### src/rtl/rtc_port_regbank_p.sv
// rtc_port_regbank_p: port-bus register bank with shadowed atomic commit to the RTC,
// coherent readback snapshot, timed commit handshake and clear-on-read status.
module rtc_port_regbank_p #(
   parameter int         DATA_W    = 8,
   parameter int         NCH       = 9,
   parameter logic [7:0] WR_BASE   = 8'h02,
   parameter logic [7:0] CTRL_ADDR = 8'h0B,
   parameter logic [7:0] RD_BASE   = 8'h0C,
   parameter logic [7:0] STAT_ADDR = 8'h15,
   parameter int         TIMEOUT   = 1023
) (
   input  logic                  clk,
   input  logic                  reset,
   input  logic                  write,
   input  logic                  read_strobe,
   input  logic [7:0]            Port_ID,
   input  logic [DATA_W-1:0]     Out_Port,
   output logic [DATA_W-1:0]     In_Port,
   input  logic [NCH*DATA_W-1:0] rd_bus,
   input  logic                  rtc_done,
   output logic [NCH*DATA_W-1:0] wr_bus,
   output logic                  commit_req,
   output logic                  Listo_esc
);
   localparam int CW     = $clog2(TIMEOUT + 1);
   localparam int WR_END = int'(WR_BASE) + NCH - 1;
   localparam int RD_END = int'(RD_BASE) + NCH - 1;

   function automatic bit in_rng(input int x, input int lo, input int hi);
      return x >= lo && x <= hi;
   endfunction

   localparam bit CFG_OK = DATA_W >= 5 && NCH >= 1 && TIMEOUT >= 1 && WR_END < 256 && RD_END < 256
      && (WR_END < int'(RD_BASE) || RD_END < int'(WR_BASE))
      && !in_rng(int'(CTRL_ADDR), int'(WR_BASE), WR_END) && !in_rng(int'(CTRL_ADDR), int'(RD_BASE), RD_END)
      && !in_rng(int'(STAT_ADDR), int'(WR_BASE), WR_END) && !in_rng(int'(STAT_ADDR), int'(RD_BASE), RD_END)
      && CTRL_ADDR != STAT_ADDR;

   if (!CFG_OK) begin : g_cfg_err
      $error("rtc_port_regbank_p: invalid parameters or overlapping address map");
   end

   typedef enum logic [1:0] {IDLE, PULSE, WAIT_DONE} state_t;

   state_t                  r_state, w_next;
   logic [CW-1:0]           r_cnt;
   logic [NCH*DATA_W-1:0]   r_shadow, r_wr_bus, r_snap;
   logic [DATA_W-1:0]       r_in_port, w_rd_data;
   logic                    r_done_q, r_done_sticky, r_err, r_ovr, r_snap_valid;
   logic [NCH-1:0]          w_wr_hit, w_rd_hit;
   logic                    w_ctrl, w_commit, w_snap, w_clr, w_rise, w_timeout, w_busy;
   logic                    w_set_done, w_set_err, w_set_ovr;

   assign w_ctrl     = write && Port_ID == CTRL_ADDR;
   assign w_commit   = w_ctrl && Out_Port[0];
   assign w_snap     = w_ctrl && Out_Port[1];
   assign w_clr      = read_strobe && Port_ID == STAT_ADDR;
   assign w_rise     = rtc_done && !r_done_q;
   assign w_timeout  = r_cnt == CW'(TIMEOUT);
   assign w_busy     = r_state != IDLE;
   // done edge takes priority over a simultaneous timeout
   assign w_set_done = r_state == WAIT_DONE && w_rise;
   assign w_set_err  = r_state == WAIT_DONE && !w_rise && w_timeout;
   assign w_set_ovr  = w_commit && w_busy;

   always_comb begin
      for (int i = 0; i < NCH; i++) begin
         w_wr_hit[i] = write && Port_ID == 8'(int'(WR_BASE) + i);
         w_rd_hit[i] = Port_ID == 8'(int'(RD_BASE) + i);
      end
   end

   always_ff @(posedge clk or negedge reset) begin
      if (!reset) r_state <= IDLE;
      else        r_state <= w_next;
   end

   always_comb begin
      w_next = r_state;
      case (r_state)
         IDLE:      w_next = w_commit ? PULSE : IDLE;
         PULSE:     w_next = WAIT_DONE;
         WAIT_DONE: w_next = (w_rise || w_timeout) ? IDLE : WAIT_DONE;
         default:   w_next = IDLE;
      endcase
   end

   always_comb begin
      commit_req = r_state == PULSE;
      Listo_esc  = r_state == IDLE;
   end

   always_comb begin
      w_rd_data = '0;
      if (Port_ID == STAT_ADDR) w_rd_data[4:0] = {r_err, r_ovr, r_snap_valid, r_done_sticky, w_busy};
      for (int i = 0; i < NCH; i++)
         if (w_rd_hit[i]) w_rd_data = r_snap[i*DATA_W +: DATA_W];
   end

   always_ff @(posedge clk or negedge reset) begin
      if (!reset) begin
         r_shadow      <= '0;
         r_wr_bus      <= '0;
         r_snap        <= '0;
         r_in_port     <= '0;
         r_cnt         <= '0;
         r_done_q      <= 1'b0;
         r_done_sticky <= 1'b0;
         r_err         <= 1'b0;
         r_ovr         <= 1'b0;
         r_snap_valid  <= 1'b0;
      end else begin
         for (int i = 0; i < NCH; i++)
            if (w_wr_hit[i]) r_shadow[i*DATA_W +: DATA_W] <= Out_Port;
         if (r_state == IDLE && w_commit) r_wr_bus <= r_shadow;
         if (w_snap) r_snap <= rd_bus;
         r_snap_valid  <= r_snap_valid | w_snap;
         r_in_port     <= w_rd_data;
         r_cnt         <= (r_state == PULSE) ? '0 :
                          (r_state == WAIT_DONE && w_next == WAIT_DONE) ? r_cnt + 1'b1 : r_cnt;
         r_done_q      <= rtc_done;
         r_done_sticky <= (r_done_sticky && !w_clr) || w_set_done;
         r_err         <= (r_err && !w_clr) || w_set_err;
         r_ovr         <= (r_ovr && !w_clr) || w_set_ovr;
      end
   end

   assign In_Port = r_in_port;
   assign wr_bus  = r_wr_bus;
endmodule

### config.mk
export PLATFORM = sky130hd
export DESIGN_NAME = rtc_port_regbank_p
export DESIGN_NICKNAME = d
export VERILOG_FILES = /design/src/rtl/rtc_port_regbank_p.sv
export SDC_FILE = /design/constraint.sdc
export NUM_CORES = 1
export LEC_CHECK = 0
export BUFFER_PORTS_ARGS = -buffer_cell sky130_fd_sc_hd__buf_2
export CAP_MARGIN = 30
export CORE_AREA = 3 3 138 140
export DETAILED_ROUTE_END_ITERATION = 7
export DIE_AREA = 0 0 141 143
export PLACE_DENSITY = 0.86
export SLEW_MARGIN = 30
export SYNTH_ARGS = -nofsm -noshare
export SYNTH_HDL_FRONTEND = slang
export SYNTH_SLANG_ARGS = --single-unit
### constraint.sdc
create_clock -name clk -period 2.1 [get_ports clk]
set_input_delay 0.315 -clock clk [delete_from_list [all_inputs] [get_ports clk]]
set_output_delay 0.315 -clock clk [all_outputs]
set_load 0.02 [all_outputs]
Yosys cells after proc, flatten, opt, wreduce, memory -nomap -nowiden
Index checks and enable logic that the tools add are counted.
- flip-flop bits (word level): 241
- word-level logic and storage cells: 93
- output and inout bits: 82
- equal/unequal tests: 24
- mux-type cells: 15
- reduce and logical (&&, ||, !) cells: 33
- $add $sub $neg: 1
- bitwise logic cells: 1
- operator list (cell ; count):
    $mux 8 ; 9
    $eq 8x4->1 const B ; 8
    $eq 8x5->1 const B ; 6
    $eq 8x3->1 const B ; 4
    $logic_and 1x1->1 ; 23
    $mux 10 ; 2
    $eq 8x2->1 const B ; 2
    $add 10x1->10 const B ; 1
    $eq 10x10->1 const B ; 1
    $pmux 2 s3 ; 1
    $mux 5 ; 1
    $eq 2x2->1 const B ; 2
    $logic_or 1x1->1 ; 4
    $reduce_bool 2->1 ; 2
    $logic_not 1->1 ; 3
    $eq 2x1->1 const B ; 1
    $logic_not 2->1 ; 1
    $mux 2 ; 1
    $mux 1 ; 1
    $or 1x1->1 ; 1

Depth between registers and ports, before layout
- depth in word-level cells: 11
- gate-level depth with buffers: 8

Worst setup path before layout
Ideal clock, no wire load.
- path kind: input to register
- from: input Port_ID[5]
- to: register r_wr_bus[10], in the netlist wr_bus[10]
- arrival: 1.933 ns
- buffers on the path: 2
- library setup time: 0.125 ns
- data required time: 1.975 ns
- stages on the path: 7
- slack: 0.042 ns
- path through: or4_4 nor3_2 nand2_1 nor3_1 buf_4 buf_6 mux2_2
- cells in the longest elaborated chain, start to end: 4
- RTL lines (what ; RTL line ; text):
    from (decl) ; 16 ; input logic [7:0] Port_ID,
    $eq 8x4->1 ; 54 ; assign w_ctrl = write && Port_ID == CTRL_ADDR;
    $logic_and 1x1->1 ; 54 ;
    $logic_and 1x1->1 ; 55 ; assign w_commit = w_ctrl && Out_Port[0];
    $logic_and 1x1->1 ; 115 ; if (r_state == IDLE && w_commit) r_wr_bus <= r_shadow;
    to (signal assigned) ; 115 ;
    to (decl) ; 47 ; logic [NCH*DATA_W-1:0] r_shadow, r_wr_bus, r_snap;
No other way between the ends.
A chain may end at the register's enable or synchronous reset.

Worst setup path in the final report
- from: register r_state[1]
- to: output commit_req
- cells in the longest elaborated chain, start to end: 1
- RTL lines (what ; RTL line ; text):
    from (decl) ; 45 ; state_t r_state, w_next;
    from (signal assigned) ; 75 ; else r_state <= w_next;
    $eq 2x1->1 ; 89 ; commit_req = r_state == PULSE;
    to (decl) ; 22 ; output logic commit_req,
No other way between the ends.

==> key figures <==
Logic synthesis
  • Mean Syn Cell Area: 14.4 µm²
  • Gate Count Post-Synth: 697
  • Netlist cell types: 53
  • Syn Nets: 791
  • Synth Cell Area: 10000 µm²
  • Flops & latches, synth: 241
  • Seq/Total Area, Yosys: 60.1%
  • Post-synth EDFFs: 0
  • Yosys Warn Count: 0
  • Area contributors post-synth: dfrtp_1 (60%), mux2_2 (23%), mux2_4 (2.4%)
  • Ys flop type: dfrtp_1
  • Async S/R FF share, synth: 100%
  • Cell accounting for the most synthesized area: dfrtp_1
  • Post-synth top area share: 60.1%

STA
  • Final number of setup-violating endpoints: 0
  • Slew Limit Fails: 0
  • RSZ-0062 raised after global routing: no
  • Crit share post-route: 91.5%
  • FMAX: 0.521 GHz
  • Max_slew headroom: 70.3%
  • Fin Hold WS: 0.0400 ns
  • Fin crit period: 1.92 ns
  • Final Skew: 0.0108 ns
  • Final Hold Viols: 0
  • Worst-Margin Slew: 0.440 ns

Setup path
  • CP top delay family: flip-flops
  • Slowest-stage cell, CP: dfrtp_1
  • Biggest cell delay along the critical path: 0.44 ns
  • CP bufs+invs: 3
  • CP startpoint kind: register
  • Crit end category: output port
  • Arrival time at the worst endpoint: 1.61 ns
  • CP Launch Point: r_state[1]$_DFF_PN0_
  • WS Path Type: reg2out
  • WP data required: 1.78 ns
  • FF-to-FF Start: r_state[0]$_DFF_PN0_
  • Critical path, cell by cell: nand2b_2, clkinv_1, buf_4, buf_2
  • CP Max Fanout: 7

Routing
  • DR iter-0 viols: 408
  • Mean number of vias per cell: 5.59
  • Antenna Nets Post-Route: 0
  • Detailed-route via count: 6489
  • 1st-pass router iterations: 4
  • Wire per inst: 19.7 µm
  • Total Wirelength: 22900 µm
  • Detailed-route DRC error count: 0

Die
  • Core Box Area: 18000 µm²
  • Initial Utilization: 55.8%
  • Die Ht: 143 µm
  • # IOs: 175
  • Standard-cell rows: 49
  • Die area: 20200 µm²
  • Die width: 141 µm

Layout
  • Nets: 1013
  • Area growth syn-to-layout: 22.5%
  • Inserted Diodes: 0
  • Filler cells: 1208
  • Share of layout cells above drive strength 1: 53.4%
  • Design Area, Final: 12300 µm²

Clock tree
  • Clk_lat worst skew: 0.51 ns
  • CTS tree: done
  • Clock Pin Slew Worst Setup and Hold Paths: 0.06 ns
  • TritonCTS Sinks: 241
  • CTS root buf: clkbuf_16
  • Max Buffers Root-to-Sink: 3
  • H-tree depth: 1
  • CTS buffer count: 24

Worst hold path
  • Hold WC Path Type: in2reg
  • Hold Crit Start: rd_bus[13]

Placed design
  • Placed Area: 11500 µm²
  • HPWL after DPL: 16400 µm
  • I/O Buffers: 174
  • Routability Congestion: 0.868

Global routing
  • Vias in the first global route: 6815
  • Global-route wire length before repair: 36900 µm
  • Initial antenna violation count: 1
  • Aggregate global-route resource usage: 23.0%
  • Largest net degree at the start of global routing: 56
  • Gr ovfl total: 0

Job
  • MaxCap Viol Count: 0

Power and ir drop
  • Max IR drop VDD: 728 µV
  • Pwr Density: 770 nW/µm²
  • P_leak: 6.49 nW

Outcome
  • Status: complete, no violations
## what timing repair did
item | 4_1_cts | 5_1_grt
resized for setup | 0 | 1
setup buffers | 0 | 0
hold buffers | 2 | 0
endpoints found under the hold margin | 52 | 0
setup endpoints to repair | 0 | 1
## through the flow
stage	setup TNS (ns)	setup slack [ns]	util (%)	power, mW	std cells
3_5_place_dp	-18.11	-0.217	64.2	5.51	1120
2_1_floorplan	0	0.0422	-	5.18	697
4_1_cts	0	0.0692	68.4	9.56	1161
5_1_grt	0	0.0818	68.4	9.83	1161
6_report	0	0.179	68.4	9.47	1161
3_3_place_gp	-14.05	-0.165	64.2	5.48	1120
## metal layers
| metal | vias up | routed length (µm) | share of wire (%) | GRT usage (%) |
|---|---|---|---|---|
| li1 | 2969 | - | - | - |
| met1 | 3229 | 9810 | 43 | 31.8 |
| met2 | 252 | 10900 | 48 | 37.7 |
| met3 | 37 | 1690 | 7.4 | 5.02 |
| met4 | 2 | 453 | 2.0 | 5.66 |
| met5 | - | 13 | 0.057 | 0 |
## synthesized netlist by cell type (2+ instances only)
cell and instances:
a211oi_1 5, a21o_1 2, a21oi_1 10, a2bb2oi_1 3, a31oi_1 3, and3_1 2
buf_1 3, buf_2 4, buf_6 10, clkbuf_1 16, dfrtp_1 241, inv_1 6
mux2_2 207, mux2_4 16, mux2i_1 5, nand2_1 15, nand2b_1 7, nand3_1 11
nand3b_1 5, nand4_1 5, nor2_1 28, nor2b_1 6, nor3_1 9, nor3_2 5
o211ai_1 2, o21a_1 5, o21ai_0 19, o22a_1 6, o22ai_1 7, o2bb2ai_1 2
o32ai_1 2, or3_1 3, or4_1 2, or4_4 3, xor2_1 4
## final cells by class
type | count | area, µm² | area share [%]
flip-flops and latches | 241 | 6030 | 49.1
multi-input cells | 415 | 3770 | 30.7
repair buffers | 230 | 1440 | 11.7
clock buffers | 33 | 676 | 5.50
well taps | 229 | 287 | 2.33
clock inverters | 6 | 57.6 | 0.468
inverters | 7 | 26.3 | 0.214
## logic make-up (layout without fill, tap and decap cells)
kind of cell / after synthesis / in the layout / share of synthesized area (%)
flip-flops: 241 / 241 / 60.1
adder cells (fa/ha/maj): 1 / 1 / 0.125
buffers and inverters: 41 / 276 / 2.37
AO/OA/AOI/OAI: 74 / 74 / 4.94
multiplexers: 228 / 228 / 26.1
XOR/XNOR: 4 / 4 / 0.349
AND/OR/NAND/NOR: 108 / 108 / 5.97
## registers in the layout, summed over array words and instances, names as in the netlist
signal and flops:
r_done_q 1, r_shadow 72, r_snap 72, r_cnt 10
In_Port 8, r_ovr 1, wr_bus 72, r_snap_valid 1
r_err 1, r_state 2, r_done_sticky 1
## final timing paths
check,to,slack [ns],cells past startpoint
max,commit_req,0.18,4
min,r_snap[13]$_DFFE_PN0P_,0.04,2
min in group asynchronous,wr_bus[0]$_DFFE_PN0P_,0.33,2
max in group asynchronous,r_done_q$_DFF_PN0_,1.15,3
min reg2reg,r_snap_valid$_DFF_PN0_,0.48,1
max reg2reg,r_cnt[5]$_DFFE_PN0P_,0.38,6
## report_power, final
part           internal [mW]  switching (mW)  total, mW  leakage, nW
logic                  0.262           0.312      0.574         2.79
clock network           2.35            1.67       4.02        0.359
registers               4.78          0.0905       4.87         3.34
total                   7.40            2.07       9.47         6.49
## placed cells by master (no fill, tap or decap), types with 10 or more instances in the layout
cell type / Yosys / routed
nand2_1: 15 / 14
dfrtp_1: 241 / 241
clkbuf_16: 0 / 25
mux2_2: 207 / 207
mux2_4: 16 / 16
nand3_1: 11 / 11
o21ai_0: 19 / 19
nor2_1: 28 / 28
buf_12: 0 / 11
a21oi_1: 10 / 10
buf_2: 4 / 173
buf_4: 1 / 43
Note: power is estimated with default switching activity, not from simulation.
